$ cat config.mk
export PLATFORM = sky130hd
export DESIGN_NAME = led_matrix_refresh_scheduler_flat
export DESIGN_NICKNAME = d
export VERILOG_FILES = /design/src/rtl/led_matrix_refresh_scheduler_if.sv /design/src/rtl/led_matrix_refresh_scheduler.sv /design/src/flat_wrapper.sv
export SDC_FILE = /design/constraint.sdc
export NUM_CORES = 1
export LEC_CHECK = 0
export CORE_ASPECT_RATIO = 1.75
export CORE_UTILIZATION = 48
export CTS_BUF_LIST = sky130_fd_sc_hd__clkbuf_8 sky130_fd_sc_hd__clkbuf_16
export DETAILED_ROUTE_END_ITERATION = 10
export PLACE_DENSITY = 0.88
export SLEW_MARGIN = 40
export SYNTH_ARGS = -nofsm -noshare
export SYNTH_HDL_FRONTEND = slang
export SYNTH_SLANG_ARGS = --single-unit
$ cat constraint.sdc
create_clock -name CLK -period 3.1 [get_ports CLK]
set_input_delay 0.62 -clock CLK [delete_from_list [all_inputs] [get_ports CLK]]
set_output_delay 0.62 -clock CLK [all_outputs]
set_load 0.05 [all_outputs]
$ cat src/rtl/led_matrix_refresh_scheduler_if.sv
// Bundles the object inputs and LED drive outputs of the refresh scheduler.
// The master side drives objects and enable; the slave side is the scheduler.
interface led_matrix_refresh_scheduler_if #(
    parameter int NOBJ = 8
) ();
    logic                EN;
    logic [NOBJ-1:0]     OBJ_VALID;
    logic [3*NOBJ-1:0]   OBJ_X;
    logic [4*NOBJ-1:0]   OBJ_Y;
    logic [2*NOBJ-1:0]   OBJ_COL;
    logic [9:0]          LEDout;
    logic                FRAME_START;
    logic [3:0]          CUR_IDX;

    modport master (
        output EN, OBJ_VALID, OBJ_X, OBJ_Y, OBJ_COL,
        input  LEDout, FRAME_START, CUR_IDX
    );

    modport slave (
        input  EN, OBJ_VALID, OBJ_X, OBJ_Y, OBJ_COL,
        output LEDout, FRAME_START, CUR_IDX
    );
endinterface

$ cat src/rtl/led_matrix_refresh_scheduler.sv
// Time-multiplexes up to NOBJ objects onto one 10-bit LED drive word.
// Coordinates are snapshotted once per frame so a frame never tears.
module led_matrix_refresh_scheduler #(
    parameter int NOBJ  = 8,
    parameter int PRESC = 2000,
    parameter int DWELL = 1,
    parameter int BLANK = 1,
    parameter int GAP   = 4
) (
    input  logic                          CLK,
    input  logic                          RSTn,
    led_matrix_refresh_scheduler_if.slave bus
);
    localparam int PW        = (PRESC > 0) ? $clog2(PRESC + 1) : 1;
    localparam int SEG_MAX_A = (DWELL > BLANK) ? DWELL : BLANK;
    localparam int SEG_MAX   = (SEG_MAX_A > GAP) ? SEG_MAX_A : GAP;
    localparam int SW        = (SEG_MAX > 1) ? $clog2(SEG_MAX) : 1;

    localparam logic [PW-1:0] PRESC_TOP = PW'(PRESC);
    localparam logic [SW-1:0] DWELL_TOP = SW'((DWELL > 0) ? DWELL - 1 : 0);
    localparam logic [SW-1:0] BLANK_TOP = SW'((BLANK > 0) ? BLANK - 1 : 0);
    localparam logic [SW-1:0] GAP_TOP   = SW'((GAP > 0) ? GAP - 1 : 0);
    localparam logic [3:0]    LAST_IDX  = 4'(NOBJ - 1);
    localparam logic          HAS_BLANK = (BLANK > 0);
    localparam logic          HAS_GAP   = (GAP > 0);

    localparam logic [2:0] S_IDLE  = 3'd0;
    localparam logic [2:0] S_LATCH = 3'd1;
    localparam logic [2:0] S_SEEK  = 3'd2;
    localparam logic [2:0] S_SHOW  = 3'd3;
    localparam logic [2:0] S_BLANK = 3'd4;
    localparam logic [2:0] S_GAP   = 3'd5;

    logic [2:0]        r_state;
    logic [PW-1:0]     r_presc;
    logic [SW-1:0]     r_seg;
    logic [3:0]        r_idx;
    logic [9:0]        r_led;
    logic              r_frame_start;
    logic [NOBJ-1:0]   r_sh_valid;
    logic [3*NOBJ-1:0] r_sh_x;
    logic [4*NOBJ-1:0] r_sh_y;
    logic [2*NOBJ-1:0] r_sh_col;

    logic [2:0]        w_state_nxt;
    logic [3:0]        w_idx_nxt;
    logic              w_tick;
    logic              w_seg_last;
    logic              w_seg_done;
    logic              w_live;
    logic              w_at_last;
    logic [2:0]        w_end_state;
    logic [2:0]        w_adv_state;
    logic [3:0]        w_adv_idx;
    logic              w_timed;

    function automatic logic slot_live(input logic [3:0]        idx,
                                       input logic [NOBJ-1:0]   valid,
                                       input logic [2*NOBJ-1:0] col);
        logic hit;
        hit = 1'b0;
        for (int i = 0; i < NOBJ; i++) begin
            hit = (idx == 4'(i)) ? (valid[i] && (col[2*i +: 2] != 2'b00)) : hit;
        end
        return hit;
    endfunction

    function automatic logic [9:0] slot_word(input logic [3:0]        idx,
                                             input logic [3*NOBJ-1:0] x,
                                             input logic [4*NOBJ-1:0] y,
                                             input logic [2*NOBJ-1:0] col);
        logic [9:0] word;
        word = 10'd0;
        for (int i = 0; i < NOBJ; i++) begin
            word = (idx == 4'(i)) ? {col[2*i +: 2], 1'b0, y[4*i +: 4], x[3*i +: 3]} : word;
        end
        return word;
    endfunction

    // Tick, segment-end and slot qualification for the current clock.
    always_comb begin
        w_tick     = (r_presc == PRESC_TOP);
        w_live     = slot_live(r_idx, r_sh_valid, r_sh_col);
        w_at_last  = (r_idx == LAST_IDX);
        w_seg_last = 1'b0;
        w_timed    = 1'b0;
        case (r_state)
            S_SHOW:  begin w_seg_last = (r_seg == DWELL_TOP); w_timed = 1'b1; end
            S_BLANK: begin w_seg_last = (r_seg == BLANK_TOP); w_timed = 1'b1; end
            S_GAP:   begin w_seg_last = (r_seg == GAP_TOP);   w_timed = 1'b1; end
            default: begin w_seg_last = 1'b0;                 w_timed = 1'b0; end
        endcase
        w_seg_done = w_tick && w_seg_last;
    end

    // Where the scan goes once a slot is finished, and once the frame is finished.
    always_comb begin
        if (HAS_GAP) begin
            w_end_state = S_GAP;
        end else if (bus.EN) begin
            w_end_state = S_LATCH;
        end else begin
            w_end_state = S_IDLE;
        end
        if (w_at_last) begin
            w_adv_state = w_end_state;
            w_adv_idx   = r_idx;
        end else begin
            w_adv_state = S_SEEK;
            w_adv_idx   = r_idx + 4'd1;
        end
    end

    // Next-state and next-slot selection.
    always_comb begin
        w_state_nxt = r_state;
        w_idx_nxt   = r_idx;
        case (r_state)
            S_IDLE: begin
                if (bus.EN) w_state_nxt = S_LATCH;
                else        w_state_nxt = S_IDLE;
            end
            S_LATCH: begin
                w_state_nxt = S_SEEK;
            end
            S_SEEK: begin
                if (w_live) begin
                    w_state_nxt = S_SHOW;
                end else begin
                    w_state_nxt = w_adv_state;
                    w_idx_nxt   = w_adv_idx;
                end
            end
            S_SHOW: begin
                if (w_seg_done && HAS_BLANK) begin
                    w_state_nxt = S_BLANK;
                end else if (w_seg_done) begin
                    w_state_nxt = w_adv_state;
                    w_idx_nxt   = w_adv_idx;
                end else begin
                    w_state_nxt = S_SHOW;
                end
            end
            S_BLANK: begin
                if (w_seg_done) begin
                    w_state_nxt = w_adv_state;
                    w_idx_nxt   = w_adv_idx;
                end else begin
                    w_state_nxt = S_BLANK;
                end
            end
            S_GAP: begin
                if (w_seg_done && bus.EN) w_state_nxt = S_LATCH;
                else if (w_seg_done)      w_state_nxt = S_IDLE;
                else                      w_state_nxt = S_GAP;
            end
            default: begin
                w_state_nxt = S_IDLE;
            end
        endcase
        if (w_state_nxt == S_LATCH) begin
            w_idx_nxt = 4'd0;
        end else begin
            w_idx_nxt = w_idx_nxt;
        end
    end

    // State, slot index and registered drive outputs; LED word is set on SHOW entry.
    always_ff @(posedge CLK or negedge RSTn) begin
        if (!RSTn) begin
            r_state       <= S_IDLE;
            r_idx         <= 4'd0;
            r_led         <= 10'd0;
            r_frame_start <= 1'b0;
        end else begin
            r_state       <= w_state_nxt;
            r_idx         <= w_idx_nxt;
            r_led         <= (w_state_nxt == S_SHOW) ? slot_word(w_idx_nxt, r_sh_x, r_sh_y, r_sh_col)
                                                     : 10'd0;
            r_frame_start <= (w_state_nxt == S_LATCH);
        end
    end

    // Prescaler and segment counter restart on every state change.
    always_ff @(posedge CLK or negedge RSTn) begin
        if (!RSTn) begin
            r_presc <= {PW{1'b0}};
            r_seg   <= {SW{1'b0}};
        end else if (w_state_nxt != r_state) begin
            r_presc <= {PW{1'b0}};
            r_seg   <= {SW{1'b0}};
        end else if (w_tick) begin
            r_presc <= {PW{1'b0}};
            r_seg   <= w_timed ? r_seg + SW'(1) : r_seg;
        end else begin
            r_presc <= r_presc + PW'(1);
            r_seg   <= r_seg;
        end
    end

    // Per-frame snapshot of the object table, taken only in LATCH.
    always_ff @(posedge CLK or negedge RSTn) begin
        if (!RSTn) begin
            r_sh_valid <= {NOBJ{1'b0}};
            r_sh_x     <= {(3*NOBJ){1'b0}};
            r_sh_y     <= {(4*NOBJ){1'b0}};
            r_sh_col   <= {(2*NOBJ){1'b0}};
        end else if (r_state == S_LATCH) begin
            r_sh_valid <= bus.OBJ_VALID;
            r_sh_x     <= bus.OBJ_X;
            r_sh_y     <= bus.OBJ_Y;
            r_sh_col   <= bus.OBJ_COL;
        end else begin
            r_sh_valid <= r_sh_valid;
            r_sh_x     <= r_sh_x;
            r_sh_y     <= r_sh_y;
            r_sh_col   <= r_sh_col;
        end
    end

    assign bus.LEDout      = r_led;
    assign bus.FRAME_START = r_frame_start;
    assign bus.CUR_IDX     = r_idx;
endmodule

$ cat src/flat_wrapper.sv
// flat-port wrapper written by rule: the top's interface ports become plain ports
module led_matrix_refresh_scheduler_flat 
#(
    parameter int NOBJ  = 8,
    parameter int PRESC = 2000,
    parameter int DWELL = 1,
    parameter int BLANK = 1,
    parameter int GAP   = 4
)
  (CLK, RSTn, bus_EN, bus_OBJ_VALID, bus_OBJ_X, bus_OBJ_Y, bus_OBJ_COL, bus_LEDout, bus_FRAME_START, bus_CUR_IDX);
  led_matrix_refresh_scheduler_if #(.NOBJ(NOBJ)) bus_i ();
  input  logic CLK;
  input  logic RSTn;
  input wire logic [$bits(bus_i.EN)-1:0] bus_EN;
  input wire logic [$bits(bus_i.OBJ_VALID)-1:0] bus_OBJ_VALID;
  input wire logic [$bits(bus_i.OBJ_X)-1:0] bus_OBJ_X;
  input wire logic [$bits(bus_i.OBJ_Y)-1:0] bus_OBJ_Y;
  input wire logic [$bits(bus_i.OBJ_COL)-1:0] bus_OBJ_COL;
  output wire logic [$bits(bus_i.LEDout)-1:0] bus_LEDout;
  output wire logic [$bits(bus_i.FRAME_START)-1:0] bus_FRAME_START;
  output wire logic [$bits(bus_i.CUR_IDX)-1:0] bus_CUR_IDX;
  assign bus_i.EN = bus_EN;
  assign bus_i.OBJ_VALID = bus_OBJ_VALID;
  assign bus_i.OBJ_X = bus_OBJ_X;
  assign bus_i.OBJ_Y = bus_OBJ_Y;
  assign bus_i.OBJ_COL = bus_OBJ_COL;
  assign bus_LEDout = bus_i.LEDout;
  assign bus_FRAME_START = bus_i.FRAME_START;
  assign bus_CUR_IDX = bus_i.CUR_IDX;
  led_matrix_refresh_scheduler #(.NOBJ(NOBJ), .PRESC(PRESC), .DWELL(DWELL), .BLANK(BLANK), .GAP(GAP)) u_core (.CLK(CLK), .RSTn(RSTn), .bus(bus_i));
endmodule
==> run_results.csv, run 1 <==
group,metric,value,unit
die,core,11230,um2
die,rows,51,
clock_tree,cts_tree,"yes",
clock_tree,clkTransAtPathRegs,80,ps
sta,setup-violations-final,1,
sta,fin_setup_tns,-41.04,ps
critical_path,path_class,"reg2reg",
grt,grt_pass1_wl,22.39,mm
critical_path,cp_max_fo,8,
detailed_routing,avgRoutedWirePerCell,20.55,um
pwr,clockPowerShare,13.2,%
detailed_routing,route.detailed.drc,0,
critical_path,crit_path_cell_trace,"ha_2 > nor4bb_1 > o21a_1 > a211oi_4 > o31a_1 > o311ai_4 > a21oi_4 > mux2i_1 > or4_1 > o211ai_1",
critical_path,cp.required,3360,ps
cells_and_area,syn_to_final_growth,30.27,%
detailed_routing,wirelength,14.47,mm
synth,synth.cell_area,5613,um2
clock_tree,clock_latency,360,ps
placement,post-dp-hpwl,10.49,mm
sta,tightestPinTransition,601.9,ps
pwr,p_comb_share,56.4,%
critical_path,crit_start,"u_core.bus.CUR_IDX[0]",
critical_path,cpPeakStageDelay,450,ps
outcome,violations,"setup timing",
sta,rsz0062_at_grt,"true",
die,ioPinCount,98,
die,fp.dieH,145.1,um
cells_and_area,post-route-util,65.11,%
detailed_routing,viasPerCell,5.861,
critical_path,endpoint_kind,"flip-flop",
die,die_w,83.75,um
sta,drv_slew,0,
synth,synth_seq_cells,110,
hold_path,min_path_type,"in2async",
sta,max_freq,318.4,MHz
clock_tree,cts-root-buf,"clkbuf_16",
critical_path,cp_data_arrival_time,3400,ps
pwr,swShare,41.63,%
pwr,power.leakage,2.975,nW
synth,yosysSeqAreaShare,49.04,%
pwr,p_int,4.974,mW
detailed_routing,num_vias,4126,
clock_tree,clock_sinks,110,
synth,synth-edff-count,0,
run,maxCapViolCount,0,
critical_path,worst_path_max_delay_cell,"dfrtp_2",
synth,synthFlopType,"dfrtp_1",
pwr,sequentialPowerShare,30.4,%
sta,post-route-period-util,101.3,%
outcome,status,"complete, but fails checks",
grt,grt_pass1_vias,4361,
pwr,switchingPower,3.547,mW
synth,yosysWarnings,0,
die,initial_core_util,49.98,%
sta,worst_slack,-41.04,ps
detailed_routing,first_iter_violations,224,
sta,final-hold-violation-count,0,
cells_and_area,drive_above_1_share,34.27,%
pwr,powerDensity,1165,nW/um2
synth,netlist_instances,452,
grt,antenna_found_initial,0,
die,die_area,12150,um2
synth,yosysUniqueCellTypes,86,
grt,overflow,0,
synth,syn_nets,543,
synth,async_flop_share,100.0,%
critical_path,reg2reg_from,"u_core.bus.CUR_IDX[0]",
grt,track_usage,23.74,%
detailed_routing,postRouteAntennaNets,0,
grt,grt_max_degree,64,
placement,port-buffer-count,96,
sta,skew,8.236,ps
clock_tree,numCtsBuffers,9,
sta,period_minus_slack,3141,ps
clock_tree,htree_levels,3,
clock_tree,cts_buffer_depth,2,
cells_and_area,diodes,0,
sta,slew-limit-headroom,59.87,%
detailed_routing,drtPass1Iterations,4,
placement,routabilityCongestion,0.9512,
pwr,vdd_drop_max,0.6897,mV
cells_and_area,fin_nets,658,
placement,dp_slack,-6.401,ps
critical_path,crit_path_start_kind,"flip-flop",
synth,syn_avg_cell_area,12.42,um2
through the flow:
step | cell area (um2) | hold slack (ps) | power, mW | instances
2_1_floorplan | 5620 | 324.4 | 5.564 | 452
3_3_place_gp | 6798 | 482.7 | 6.601 | 681
3_5_place_dp | 6798 | 492.8 | 6.776 | 681
4_1_cts | 7111 | 268.6 | 8.004 | 698
5_1_grt | 7312 | 294.4 | 8.996 | 704
6_report | 7312 | 250.4 | 8.521 | 704
layout by cell type (no fill, tap or decap), types with 5 or more instances in the layout:
cell type,instances
nand2_1,12
dfrtp_1,108
xnor2_1,6
nand3_1,9
o21ai_0,12
inv_1,12
nand2_2,5
clkdlybuf4s50_1,95
nor2_1,31
mux2_2,87
a21oi_1,13
buf_4,24
a21oi_2,6
o211ai_1,5
clkbuf_16,9
final cells by class:
class,count,area (um2)
inverter,16,60.06
tap,132,165.2
multi-input combinational,306,2830
fill,821,3919
clock buffer,9,225.2
timing repair buffer,124,1205
sequential,110,2755
clock inverter,7,71.32
cells in the mapped netlist, drive strengths merged, types with 2 or more instances:
master	number	area share, %
a221oi	2	0.42
o2111ai	2	0.31
nor2b	3	0.33
mux2	88	18
nand4	3	0.45
o311a	2	0.38
buf	8	1.4
mux2i	5	0.89
xnor2	6	0.94
o221ai	7	1.1
o31a	2	0.31
and3b	2	0.33
a31oi	2	0.22
nor4	3	0.60
a211o	2	0.33
nor2	32	2.2
a21oi	20	2.1
and2	5	0.60
or2	2	0.22
nand2b	4	0.45
clkbuf	13	1.0
o21ai	14	1.4
inv	16	1.1
a32oi	3	0.47
o211ai	5	0.67
nor3	5	0.54
nand3	11	1.1
a22o	2	0.47
and2b	2	0.29
xor2	4	0.62
dfrtp	110	49
a211oi	2	0.36
mux4	6	2.7
ha	8	1.8
and3	3	0.36
nand2	19	1.6
o21a	2	0.27
a21boi	5	0.67
o311ai	2	0.62
flip-flops by register name (all words and copies together) (netlist names):
name	count
u_core.r_sh_y	32
u_core.r_sh_x	24
u_core.r_sh_col	16
u_core.r_presc	11
u_core.bus.LEDout	9
u_core.r_sh_valid	8
u_core.bus.CUR_IDX	4
u_core.r_state	3
u_core.r_seg	2
u_core.bus.FRAME_START	1
kinds of logic (layout without fill, tap and decap cells):
logic type                 count (synthesis)  after routing  share of synthesized area (%)
xor gates and xnor gates                  10             10                          1.560
muxes                                     99             99                          21.29
DFF                                      110            110                          49.04
AOI/OAI and AO/OA                         85             85                          12.55
adders and majority gates                  8              8                          1.783
buffers and inverters                     37            156                          3.544
other                                      1              1                        0.06681
and+or+nand+nor                          102            103                          10.17
routing by layer:
layer	track usage, %	part of all wire, %	vias up	wire length, um
li1	-	-	1895	-
met1	25.16	36	2037	5190
met2	42.48	55	137	7907
met3	3.641	3.3	57	477
met4	16.10	6.2	0	893
met5	0	0	-	0
critical path: cells and delay by family (launching register included):
family | cells | cell delay [ps]
mux | 1 | 160
simple gates | 2 | 730
flops | 1 | 450
compound gates | 6 | 1400
fa+ha+maj | 1 | 310
power groups by stage:
stage	Clock (mW)	Sequential (mW)	Combinational, mW
floorplan	0	2.58	2.98
global placement	0	2.53	4.08
detailed placement	0	2.57	4.21
CTS	1.14	2.55	4.31
global route	1.20	2.65	5.14
finish	1.13	2.59	4.81
what timing repair did:
action	in CTS	in global routing
pin swaps	0	16
gates resized for setup	1	37
hold buffers	0	0
endpoints found under the setup margin	6	19
endpoints found under the hold margin	0	0
gates cloned	0	1
buffers inserted	1	5
worst paths after layout:
path / cells past startpoint / endpoint / slack (ps)
max reg2reg: 10 / u_core.bus.LEDout[3] / -40
min in group CLK: 1 / u_core.r_sh_y[13] / 510
max: 10 / u_core.bus.LEDout[3] / -40
min: 1 / u_core.r_sh_y[14] / 250
min reg2reg: 1 / u_core.r_sh_y[13] / 510
max in group asynchronous: 2 / u_core.r_seg[1] / 2070
Power figures use the tool's default switching activity.
==> run 2: changes to the inputs <==
Settings changed: PLACE_DENSITY 0.88 to not set, PLACE_DENSITY_LB_ADDON set to 0.2.
==> run_results.csv, run 2 (same netlist as run 1, synthesis figures left out) <==
group,metric,value,unit
critical_path,cpPeakStageDelay,480,ps
detailed_routing,viasPerCell,5.769,
outcome,status,"complete, but fails checks",
detailed_routing,avgRoutedWirePerCell,19.47,um
sta,fin_setup_tns,-19.12,ps
detailed_routing,drtPass1Iterations,4,
detailed_routing,first_iter_violations,224,
die,die_area,12150,um2
die,rows,51,
grt,antenna_found_initial,0,
die,initial_core_util,49.98,%
cells_and_area,syn_to_final_growth,31.25,%
cells_and_area,diodes,0,
cells_and_area,fillers,880,
sta,skew,14.65,ps
grt,overflow,0,
cells_and_area,regMostFlops,"u_core.r_sh_y",
grt,grt_pass1_vias,4413,
pwr,powerDensity,1156,nW/um2
cells_and_area,final_common_cell,"dfrtp_1",
sta,setup-violations-final,1,
sta,max_freq,320.6,MHz
cells_and_area,fin_nets,664,
clock_tree,cts_tree,"yes",
sta,slew-limit-headroom,58.41,%
sta,rsz0062_at_grt,"true",
clock_tree,clkTransAtPathRegs,70,ps
run,maxCapViolCount,0,
pwr,power.leakage,3.017,nW
placement,port-buffer-count,96,
grt,grt_pass1_wl,22.59,mm
critical_path,endpoint_kind,"flip-flop",
cells_and_area,post-route-util,65.60,%
cells_and_area,final_cell_mix,"dfrtp_1, clkdlybuf4s50_1, mux2_2",
critical_path,crit_path_cell_trace,"ha_4 > nor4bb_2 > o21a_1 > a211oi_2 > buf_4 > o31a_1 > o311ai_4 > a21oi_4 > buf_12 > mux2i_1 > or4_1 > o211ai_1",
sta,period_minus_slack,3119,ps
die,ioPinCount,98,
sta,post-route-period-util,100.6,%
grt,grt_max_degree,50,
cells_and_area,final-seq-area,2756,um2
detailed_routing,wirelength,13.82,mm
clock_tree,ctsHoldBuffers,0,
clock_tree,cts-root-buf,"clkbuf_16",
clock_tree,clock_sinks,110,
pwr,vdd_drop_max,0.6656,mV
hold_path,min_path_type,"in2async",
critical_path,cp.required,3360,ps
clock_tree,cts_buffer_depth,2,
cells_and_area,drive_above_1_share,33.56,%
detailed_routing,route.detailed.drc,0,
die,core,11230,um2
critical_path,path_class,"reg2reg",
clock_tree,clock_latency,350,ps
cells_and_area,largest_reg_flops,32,
placement,post-dp-hpwl,10.34,mm
detailed_routing,num_vias,4096,
outcome,violations,"setup timing",
sta,worst_slack,-19.12,ps
cells_and_area,reg.largest.list,"u_core.r_sh_y: 32 flops, u_core.r_sh_x: 24 flops, u_core.r_sh_col: 16 flops",
critical_path,crit_path_start_kind,"flip-flop",
cells_and_area,multi_input_area,2810,um2
placement,routabilityCongestion,0.9009,
grt,track_usage,23.82,%
sta,drv_slew,0,
die,die_w,83.75,um
clock_tree,numCtsBuffers,9,
critical_path,critPathBufInv,2,
critical_path,cp_max_fo,7,
clock_tree,htree_levels,3,
sta,tightestPinTransition,614.2,ps
die,fp.dieH,145.1,um
critical_path,worst_path_max_delay_cell,"or4_1",
critical_path,cp_data_arrival_time,3380,ps
critical_path,crit_family,"compound AO/OA/AOI/OAI gates",
detailed_routing,postRouteAntennaNets,0,
sta,final-hold-violation-count,0,
[run 2: cell count changes in the layout (fill, tap and decap cells not counted), moves of 3 or more]
cell / delta
o21ai_1: +3
a21oi_2: -3
o21ai_0: -5
a21oi_1: +3
nand2_2: -4
buf_4: +5
nand2_1: +4
[run 2: layout make-up]
cell class	count	share of cell area, %
clock buffers	10	3.244
clock inverters	6	0.8492
inverters	16	0.8152
well taps	132	2.242
multi-input cells	305	38.15
repair buffers	131	17.29
flip-flops and latches	110	37.42
[run 2: final timing paths]
kind	slack [ps]	depth (start not counted)	end	from
min reg2reg	510	1	u_core.r_sh_x[8]	u_core.r_sh_x[8]
max	-20	12	u_core.bus.LEDout[3]	u_core.bus.CUR_IDX[1]
max in group asynchronous	2110	2	u_core.bus.LEDout[3]	RSTn
min in group CLK	510	1	u_core.r_sh_x[8]	u_core.r_sh_x[8]
min	260	1	u_core.r_presc[2]	RSTn
max reg2reg	-20	12	u_core.bus.LEDout[3]	u_core.bus.CUR_IDX[1]
[run 2: repair_timing]
action	CTS	global route
setup buffers	2	11
pin swaps	3	11
gates resized for setup	10	27
setup endpoints to repair	5	19
[run 2: worst reg2reg max path: cells and delay by family, from the launching register on]
kind	cells	cell delay, ps
adders and majority gates	1	200
muxes	1	100
buffers and inverters	2	310
AOI/OAI and AO/OA	6	1170
DFF	1	470
and+or+nand+nor	2	800
[run 2: routing by layer]
layer  track usage (%)  share of wire (%)  vias up
met2             42.11                 55      113
met4             12.46                3.9        0
met1             27.68                 39     2061
met3             3.185                2.7       31
met5                 0                  0        -
li1                  -                  -     1891
[run 2: report_power, final]
group	internal, mW	switching (mW)	leakage (nW)
sequential	2.09	0.496	1.33
combinational	2.43	2.35	1.55
clock	0.589	0.562	0.142
[run 2: metrics by stage]
step                power, mW  hold slack, ps  std cells  setup WS, ps  cell area [um2]
floorplan               5.564           324.4        452         1.100             5620
global placement        6.717           482.6        681         5.054             6810
detailed placement      6.834           491.1        681        -124.7             6810
CTS                     8.124           273.7        699        -4.030             7166
global route            9.022           296.0        710        -135.0             7367
finish                  8.514           258.1        710        -19.12             7367
